`src/rtl/sdram_pkg.sv`:
```
// Shared types and constants for the SDRAM read/write burst scheduler.
// Frame defaults describe a 640x480 word frame with 512-word bursts.
package sdram_pkg;

  localparam int ADDR_W  = 24;
  localparam int BURST_W = 10;
  localparam int LVL_W   = 11;
  localparam int OFS_W   = 22;

  localparam logic [OFS_W-1:0]   DEF_ADDR_MIN   = 22'd0;
  localparam logic [OFS_W-1:0]   DEF_ADDR_MAX   = 22'd307200;
  localparam logic [BURST_W-1:0] DEF_WR_BURST   = 10'd512;
  localparam logic [BURST_W-1:0] DEF_RD_BURST   = 10'd512;
  localparam logic [LVL_W-1:0]   DEF_FIFO_DEPTH = 11'd1024;

  typedef enum logic [2:0] {
    ST_IDLE    = 3'd0,
    ST_WR_REQ  = 3'd1,
    ST_WR_BUSY = 3'd2,
    ST_RD_REQ  = 3'd3,
    ST_RD_BUSY = 3'd4
  } state_t;

  // One bit wider than the offset so the sum is compared before it can wrap.
  function automatic logic [OFS_W:0] ofs_advance(input logic [OFS_W-1:0] ofs,
                                                 input logic [BURST_W-1:0] len);
    return {1'b0, ofs} + {{(OFS_W + 1 - BURST_W){1'b0}}, len};
  endfunction

endpackage

```
`src/rtl/sdram_addr_gen.sv`:
```
// Linear burst offset and ping-pong buffer bit for one side (write or read).
// Loads during a burst are held pending and applied when that burst completes.
module sdram_addr_gen
  import sdram_pkg::*;
#(
  parameter logic [OFS_W-1:0]   ADDR_MIN = DEF_ADDR_MIN,
  parameter logic [OFS_W-1:0]   ADDR_MAX = DEF_ADDR_MAX,
  parameter logic [BURST_W-1:0] BURST    = DEF_WR_BURST,
  parameter logic               BUF_RST  = 1'b0
) (
  input  logic             clk,
  input  logic             rst,
  input  logic             load_i,
  input  logic             busy_i,
  input  logic             done_i,
  input  logic             load_buf_i,
  input  logic             wrap_buf_i,
  output logic [OFS_W-1:0] ofs_o,
  output logic             buf_o
);

  logic [OFS_W-1:0] ofs_q, ofs_d;
  logic             buf_q, buf_d;
  logic             pend_q, pend_d;
  logic [OFS_W:0]   sum_s;

  // Next offset/buffer: completion (load wins over increment), else immediate or deferred load.
  always_comb begin
    sum_s  = ofs_advance(ofs_q, BURST);
    ofs_d  = ofs_q;
    buf_d  = buf_q;
    pend_d = pend_q;
    if (done_i) begin
      pend_d = 1'b0;
      if (load_i || pend_q) begin
        ofs_d = ADDR_MIN;
        buf_d = load_buf_i;
      end else if (sum_s >= {1'b0, ADDR_MAX}) begin
        ofs_d = ADDR_MIN;
        buf_d = wrap_buf_i;
      end else begin
        ofs_d = sum_s[OFS_W-1:0];
      end
    end else if (load_i) begin
      if (busy_i) begin
        pend_d = 1'b1;
      end else begin
        ofs_d  = ADDR_MIN;
        buf_d  = load_buf_i;
        pend_d = 1'b0;
      end
    end else begin
      pend_d = pend_q;
    end
  end

  // State registers with synchronous reset.
  always_ff @(posedge clk) begin
    if (rst) begin
      ofs_q  <= ADDR_MIN;
      buf_q  <= BUF_RST;
      pend_q <= 1'b0;
    end else begin
      ofs_q  <= ofs_d;
      buf_q  <= buf_d;
      pend_q <= pend_d;
    end
  end

  assign ofs_o = ofs_q;
  assign buf_o = buf_q;

endmodule

```
`src/rtl/sdram_rw_arbiter.sv`:
```
// Schedules fixed-length write/read bursts between the pixel FIFOs and the SDRAM
// controller; reads always use the frame buffer opposite the one being written.
module sdram_rw_arbiter
  import sdram_pkg::*;
#(
  parameter logic [OFS_W-1:0]   ADDR_MIN   = DEF_ADDR_MIN,
  parameter logic [OFS_W-1:0]   ADDR_MAX   = DEF_ADDR_MAX,
  parameter logic [BURST_W-1:0] WR_BURST   = DEF_WR_BURST,
  parameter logic [BURST_W-1:0] RD_BURST   = DEF_RD_BURST,
  parameter logic [LVL_W-1:0]   FIFO_DEPTH = DEF_FIFO_DEPTH
) (
  input  logic               clk,
  input  logic               rst,
  input  logic               sdram_init_done,
  input  logic [LVL_W-1:0]   wfifo_level,
  input  logic [LVL_W-1:0]   rfifo_level,
  input  logic               rd_enable,
  input  logic               wr_load,
  input  logic               rd_load,
  output logic               sdram_wr_req,
  input  logic               sdram_wr_ack,
  output logic [ADDR_W-1:0]  sdram_wr_addr,
  output logic [BURST_W-1:0] sdram_wr_burst,
  output logic               sdram_rd_req,
  input  logic               sdram_rd_ack,
  output logic [ADDR_W-1:0]  sdram_rd_addr,
  output logic [BURST_W-1:0] sdram_rd_burst
);

  state_t           state_q, state_d;
  logic             wr_req_q, wr_req_d;
  logic             rd_req_q, rd_req_d;
  logic             wr_ack_dly_q, wr_ack_dly_d;
  logic             rd_ack_dly_q, rd_ack_dly_d;
  logic             wr_ready_s, rd_ready_s;
  logic             wr_done_s, rd_done_s;
  logic             wr_busy_s, rd_busy_s;
  logic [OFS_W-1:0] wr_ofs_s, rd_ofs_s;
  logic             wr_buf_s, rd_buf_s;

  assign wr_ready_s = (wfifo_level >= {1'b0, WR_BURST});
  assign rd_ready_s = rd_enable && (rfifo_level <= (FIFO_DEPTH - {1'b0, RD_BURST}));
  assign wr_busy_s  = (state_q == ST_WR_BUSY);
  assign rd_busy_s  = (state_q == ST_RD_BUSY);
  // A burst is complete on the falling edge of its ack.
  assign wr_done_s  = wr_busy_s && wr_ack_dly_q && !sdram_wr_ack;
  assign rd_done_s  = rd_busy_s && rd_ack_dly_q && !sdram_rd_ack;

  // Next-state and request logic; writes take priority over reads.
  always_comb begin
    state_d      = state_q;
    wr_req_d     = wr_req_q;
    rd_req_d     = rd_req_q;
    wr_ack_dly_d = sdram_wr_ack;
    rd_ack_dly_d = sdram_rd_ack;
    case (state_q)
      ST_IDLE: begin
        wr_req_d = 1'b0;
        rd_req_d = 1'b0;
        if (sdram_init_done && wr_ready_s) begin
          state_d  = ST_WR_REQ;
          wr_req_d = 1'b1;
        end else if (sdram_init_done && rd_ready_s) begin
          state_d  = ST_RD_REQ;
          rd_req_d = 1'b1;
        end else begin
          state_d = ST_IDLE;
        end
      end
      ST_WR_REQ: begin
        if (sdram_wr_ack) begin
          state_d  = ST_WR_BUSY;
          wr_req_d = 1'b0;
        end else begin
          wr_req_d = 1'b1;
        end
      end
      ST_WR_BUSY: begin
        wr_req_d = 1'b0;
        if (wr_done_s) begin
          state_d = ST_IDLE;
        end else begin
          state_d = ST_WR_BUSY;
        end
      end
      ST_RD_REQ: begin
        if (sdram_rd_ack) begin
          state_d  = ST_RD_BUSY;
          rd_req_d = 1'b0;
        end else begin
          rd_req_d = 1'b1;
        end
      end
      ST_RD_BUSY: begin
        rd_req_d = 1'b0;
        if (rd_done_s) begin
          state_d = ST_IDLE;
        end else begin
          state_d = ST_RD_BUSY;
        end
      end
      default: begin
        state_d  = ST_IDLE;
        wr_req_d = 1'b0;
        rd_req_d = 1'b0;
      end
    endcase
  end

  // FSM, registered requests and ack edge detectors.
  always_ff @(posedge clk) begin
    if (rst) begin
      state_q      <= ST_IDLE;
      wr_req_q     <= 1'b0;
      rd_req_q     <= 1'b0;
      wr_ack_dly_q <= 1'b0;
      rd_ack_dly_q <= 1'b0;
    end else begin
      state_q      <= state_d;
      wr_req_q     <= wr_req_d;
      rd_req_q     <= rd_req_d;
      wr_ack_dly_q <= wr_ack_dly_d;
      rd_ack_dly_q <= rd_ack_dly_d;
    end
  end

  sdram_addr_gen #(
    .ADDR_MIN (ADDR_MIN),
    .ADDR_MAX (ADDR_MAX),
    .BURST    (WR_BURST),
    .BUF_RST  (1'b0)
  ) u_wr_addr (
    .clk        (clk),
    .rst        (rst),
    .load_i     (wr_load),
    .busy_i     (wr_busy_s),
    .done_i     (wr_done_s),
    .load_buf_i (wr_buf_s),
    .wrap_buf_i (~wr_buf_s),
    .ofs_o      (wr_ofs_s),
    .buf_o      (wr_buf_s)
  );

  // Reads restart on the last completed frame: the buffer not being written.
  sdram_addr_gen #(
    .ADDR_MIN (ADDR_MIN),
    .ADDR_MAX (ADDR_MAX),
    .BURST    (RD_BURST),
    .BUF_RST  (1'b1)
  ) u_rd_addr (
    .clk        (clk),
    .rst        (rst),
    .load_i     (rd_load),
    .busy_i     (rd_busy_s),
    .done_i     (rd_done_s),
    .load_buf_i (~wr_buf_s),
    .wrap_buf_i (~wr_buf_s),
    .ofs_o      (rd_ofs_s),
    .buf_o      (rd_buf_s)
  );

  assign sdram_wr_req   = wr_req_q;
  assign sdram_rd_req   = rd_req_q;
  assign sdram_wr_addr  = {1'b0, wr_buf_s, wr_ofs_s};
  assign sdram_rd_addr  = {1'b0, rd_buf_s, rd_ofs_s};
  assign sdram_wr_burst = WR_BURST;
  assign sdram_rd_burst = RD_BURST;

endmodule

```
`config.mk`:
```
export PLATFORM = sky130hd
export DESIGN_NAME = sdram_rw_arbiter
export DESIGN_NICKNAME = d
export VERILOG_FILES = /design/src/rtl/sdram_pkg.sv /design/src/rtl/sdram_addr_gen.sv /design/src/rtl/sdram_rw_arbiter.sv
export SDC_FILE = /design/constraint.sdc
export NUM_CORES = 1
export LEC_CHECK = 0
export ABC_CLOCK_PERIOD_IN_PS = 3400
export BUFFER_PORTS_ARGS = -buffer_cell sky130_fd_sc_hd__buf_2
export CORE_MARGIN = 2
export CORE_UTILIZATION = 48
export DETAILED_ROUTE_END_ITERATION = 7
export PLACE_DENSITY = 0.87
export SYNTH_ARGS = -nofsm -noshare
export SYNTH_HDL_FRONTEND = slang
export SYNTH_HIERARCHICAL = 1
export SYNTH_SLANG_ARGS = --single-unit
```
`constraint.sdc`:
```
create_clock -name clk -period 3.4 [get_ports clk]
set_input_delay 0.68 -clock clk [delete_from_list [all_inputs] [get_ports clk]]
set_output_delay 0.68 -clock clk [all_outputs]
set_load 0.1 [all_outputs]
```
---- Word level (Yosys, flattened, before mapping) ----
Cells that the tools add are included.
storage, ports and cells
  flip-flop bits (word level) ............. 55
  input port bits ......................... 30
  logic and storage cells ................. 82
operators by class
  add/subtract/negate cells ............... 2
  order comparisons ....................... 4
  equality and inequality tests ........... 9
  muxes and demuxes ....................... 31
  bitwise logic cells ..................... 2
  reduce and logical (&&, ||, !) cells .... 23
operators by type and width
  kind                      count
  $mux W22                  10
  $add A22 B10 Y23 const B  2
  $ge A23 B19 Y1 const B    2
  $pmux W3 S5               1
  $mux W1                   12
  $ge A11 B10 Y1 const B    1
  $le A11 B10 Y1 const B    1
  $mux W3                   3
  $reduce_or A2 Y1          4
  $logic_and A1 B1 Y1       7
  $eq A3 B2 Y1 const B      2
  $mux W2                   3
  $ne A2 B2 Y1 const B      3
  $pmux W1 S3               2
  $reduce_and A2 Y1         3
  $reduce_and A3 Y1         2
  $reduce_bool A2 Y1        2
  $eq A3 B1 Y1 const B      1
  $eq A3 B3 Y1 const B      1
  $logic_not A3 Y1          1
  $ne A3 B1 Y1 const B      1
  $logic_not A1 Y1          2
  $logic_or A1 B1 Y1        2
  $ne A2 B1 Y1 const B      1
  $not A1 Y1                2

---- Longest topological paths before layout ----
  depth in word-level cells ............... 6
  depth in mapped cells ................... 9
  gate-level depth less buffers ........... 8

---- By module ----
Netlist, hierarchy kept.
by module, submodules not included
  module                      instances  cells an instance  area each (um2)  sequential area each (um2)
  sdram_addr_gen (u_wr_addr)  1          121                1042.2           300.3
  sdram_addr_gen (u_rd_addr)  1          115                1004.7           300.3
  sdram_rw_arbiter            1          76                 630.6            140.1

---- Worst setup path after synthesis ----
Ideal clock, no wire load.
  kind .................................... register to register
  start point ............................. register u_rd_addr.ofs_q[10] (netlist: u_rd_addr/ofs_o[10])
  end point ............................... register u_rd_addr.buf_q (netlist: u_rd_addr/buf_o)
  arrival ................................. 2.893 ns
  slack ................................... 0.385 ns
  cell stages (with the launch flop) ...... 8
  period minus slack after synthesis ...... 3.015 ns
  path through ............................ dfxtp_1 > ha_1 > inv_1 > nor4_1 > nand4_1 > o31ai_4 > a21oi_2 > o32a_1
on the way
  word-level cells in the longest chain between the ends .. 4
RTL lines
  item                         line                  RTL
  start, declared              sdram_addr_gen.sv:22  logic [OFS_W-1:0] ofs_q, ofs_d;
  start signal, assigned       sdram_addr_gen.sv:64  ofs_q <= ofs_d;
  $add A22 B10 Y23             sdram_pkg.sv:27       return {1'b0, ofs} + {{(OFS_W + 1 - BURST_W){1'b0}}, len};
  $ge A23 B19 Y1               sdram_addr_gen.sv:38  end else if (sum_s >= {1'b0, ADDR_MAX}) begin
  $ne A3 B1 Y1 (no line)       --
  $reduce_and A3 Y1 (no line)  --
  end signal, assigned         sdram_addr_gen.sv:65  buf_q <= buf_d;
  end, declared                sdram_addr_gen.sv:23  logic buf_q, buf_d;
Every way passes these cells.
A chain may end at the register's enable or synchronous reset.

---- Final worst setup path ----
  start point ............................. register state_q[1]
  end point ............................... register u_rd_addr.buf_q (netlist: u_rd_addr/buf_o)
on the way
  word-level cells in the longest chain between the ends .. 5
  elaborated cells between the ends (all ways) .. 8
  classes of those cells .................. eq/ne: 3; mux: 1; reduce/logical: 4
RTL lines
  item                                            line                     RTL
  start, declared                                 sdram_rw_arbiter.sv:30   state_t state_q, state_d;
  start signal, assigned                          sdram_rw_arbiter.sv:119  state_q <= state_d;
  $eq A3 B3 Y1 *                                  sdram_rw_arbiter.sv:44   assign rd_busy_s = (state_q == ST_RD_BUSY);
  via rd_busy_s                                   sdram_rw_arbiter.sv:37   logic wr_busy_s, rd_busy_s;
  $logic_and A1 B1 Y1 * (2 in series)             sdram_rw_arbiter.sv:47   assign rd_done_s = rd_busy_s && rd_ack_dly_q && !sdram_rd_ack;
  via rd_done_s                                   sdram_rw_arbiter.sv:36   logic wr_done_s, rd_done_s;
  $ne A3 B1 Y1 (no line) (tied with other cells)  --
  $reduce_and A3 Y1 (no line)                     --
Mark *: on every way through the listed nets, which the timed path passes. The rest lies on a longest branch.

==> results.toml <==
[status]
status = "finished, final reports clean"

[floorplan]
core_area_um2 = 5440
die_width_um = 78.7
start_util_pct = 49.2
std_cell_rows = 27
dieArea_um2 = 6190
fp.dieH_um = 78.7
ioPinCount = 100

[setup_path]
worstSetupPathType = "flip-flop to flip-flop"
start_kind = "flip-flop"
cp.arrival_ns = 3.14
end_kind = "flip-flop"
critical_path_required_ns = 3.59
path_max_fanout = 10

[sta]
tns_ns = 0
fin_crit_sh_pct = 86.8
relSlewSlack_pct = 49.2
clock-skew-final_ns = 0.00672
hold_violations = 0
final_max_slew_viol_count = 0
min_period_ns = 2.95
finalSetupViolCount = 0
worst_pin_slew_ns = 0.755
fmax_mhz = 339
rsz0062_at_grt = "no"

[pwr]
ir_drop_mv = 0.333
p_leak_nw = 1.23
totalPowerFinal_w = 0.00120
pwr_density_cell_nw_per_um2 = 408

[global_routing]
grt_max_degree = 30
track_usage_pct = 18.6
grt_pass1_vias = 2111
antenna_found_initial = 0
grt_overflow = 0
grt_pass1_wl_um = 9330

[synthesis]
yosys-top-cells-count = "buf_4, dfxtp_1, nand2_1"
synth_edf_count = 0
yosysMostFrequentCell = "buf_4"
netlist_instances = 312
synth_top_area_share_pct = 27.7
ys.flop_type = "dfxtp_1"
synth.largest_area_cell = "dfxtp_1"
avgSynthCellArea_um2 = 8.58
synth.distinct_cells = 65
synthArstFlopShare_pct = 0
seq_area_frac_synth_pct = 27.7
synth-warning-count = 6
ys_seq_elements = 37
netlist_area_um2 = 2680
synth_area_leaders = "dfxtp_1, buf_4, nand2_1"

[cts]
numCtsBuffers = 5
htree_levels = 2
clockBufferDepth = 2
postCtsHoldBufs = 0
cts_sinks = 37
path_clk_slew_ns = 0.08
root_buffer = "clkbuf_8"
cts_tree = "yes"
clock_latency_ns = 0.29

[detailed_routing]
ant_nets = 0
drtIter0Drc = 133
vias = 2298
drt_wl_total_um = 5540
vias_per_cell = 5.33
drt-pass1-iter-count = 4
wl_per_cell_um = 12.9
drcViolationCount = 0

[placement]
place_area_um2 = 2810
dpl.hpwl_um = 4060
portBuffers = 50
routabilityCongestion = 0.928
dp.cells = 423

[flow_run]
cap_violations = 0

[layout]
area_growth_pct = 9.77
final_area_um2 = 2940
final_cells = 431
drive_gt1_share_pct = 26.5
diodes = 0
nets = 390

[worst_hold_path]
hold_path_class = "flip-flop to flip-flop"
==> worst max-delay path: stages, from the launching register on <==
cell     delay, ns
dfxtp_1       0.42
nor3b_2       0.32
nor3b_1       0.39
or3b_1        0.44
or3_1         0.38
o31ai_4       0.44
a21oi_2       0.15
o32a_1        0.30
==> layout by cell type, fill, tap and decap left out, types with 3 or more instances in the layout <==
cell type	count
a21oi_2	3
a21o_1	3
nand2b_1	6
mux2_2	3
nand3_1	11
nand4_1	7
inv_1	11
o21ai_1	3
nor2_1	16
nor2b_1	5
dfxtp_1	37
o41ai_4	3
clkbuf_8	6
a2111oi_2	3
o211ai_1	6
nand4b_1	3
xor2_1	5
nor4_2	3
a21oi_1	16
buf_4	3
nand2_1	29
and3_1	4
conb_1	40
o21a_1	5
nor3_1	13
and2_1	6
o21ai_0	5
buf_2	50
xnor2_1	4
nand3_2	3
==> repair_timing <==
action	4_1_cts	5_1_grt
endpoints found under the setup margin	0	1
resized for setup	0	1
buffers inserted	0	0
==> stage by stage <==
| step | util [%] | setup WS, ns | hold WS, ns |
|---|---|---|---|
| 3_5_place_dp | 51.7 | 0.342 | 0.451 |
| 2_1_floorplan | - | 0.385 | 0.434 |
| 3_3_place_gp | 51.7 | 0.465 | 0.441 |
| 4_1_cts | 53.9 | 0.323 | 0.468 |
| 5_1_grt | 54.0 | 0.218 | 0.493 |
| 6_report | 54.0 | 0.449 | 0.475 |
==> where the power goes <==
group | total, W | switching, W | internal [W]
logic | 0.000339 | 0.000291 | 0.0000488
clock network | 0.000400 | 0.000162 | 0.000238
registers | 0.000460 | 0.0000141 | 0.000446
==> kinds of logic (layout without fill, tap and decap cells) <==
family / after synthesis / count (layout) / synth area share (%)
flops: 37 / 37 / 27.7
mux: 4 / 4 / 1.64
buf+inv: 62 / 73 / 15.2
simple gates: 131 / 131 / 30.6
compound gates: 63 / 63 / 20.5
other cells: 4 / 40 / 0.561
fa+ha+maj: 2 / 2 / 0.934
xor+xnor: 9 / 9 / 2.94
==> flip-flops by register name, summed over array words and instances, names as in the netlist <==
register          flops
u_wr_addr/pend_q      1
u_wr_addr/ofs_o      13
u_rd_addr/pend_q      1
state_q               3
wr_ack_dly_q          1
sdram_rd_req          1
u_wr_addr/buf_o       1
u_rd_addr/buf_o       1
rd_ack_dly_q          1
sdram_wr_req          1
u_rd_addr/ofs_o      13
==> final timing paths <==
path	from	cells past startpoint	end	slack, ns
setup / recovery	state_q[1]	7	u_rd_addr/buf_o	0.45
hold / removal	u_rd_addr/pend_q	1	u_rd_addr/pend_q	0.47
setup reg to reg	state_q[1]	7	u_rd_addr/buf_o	0.45
hold reg to reg	u_rd_addr/pend_q	1	u_rd_addr/pend_q	0.47
==> routing by layer <==
metal  global-route usage (%)  vias up  share of wire [%]
met5                        0        -                  0
met4                     7.19        0                1.5
met3                     3.45       12                5.7
met2                     31.8       77                 49
met1                     23.0     1078                 44
li1                         -     1131                  -
==> cell type report <==
| class | count | area, um^2 |
|---|---|---|
| multi-input combinational | 249 | 1670 |
| tap | 72 | 90.1 |
| timing repair buffer | 53 | 273 |
| fill | 512 | 2500 |
| clock buffer | 6 | 82.6 |
| sequential | 37 | 741 |
| inverter | 12 | 45.0 |
| clock inverter | 2 | 37.5 |
(Power assumes the default switching activity.)
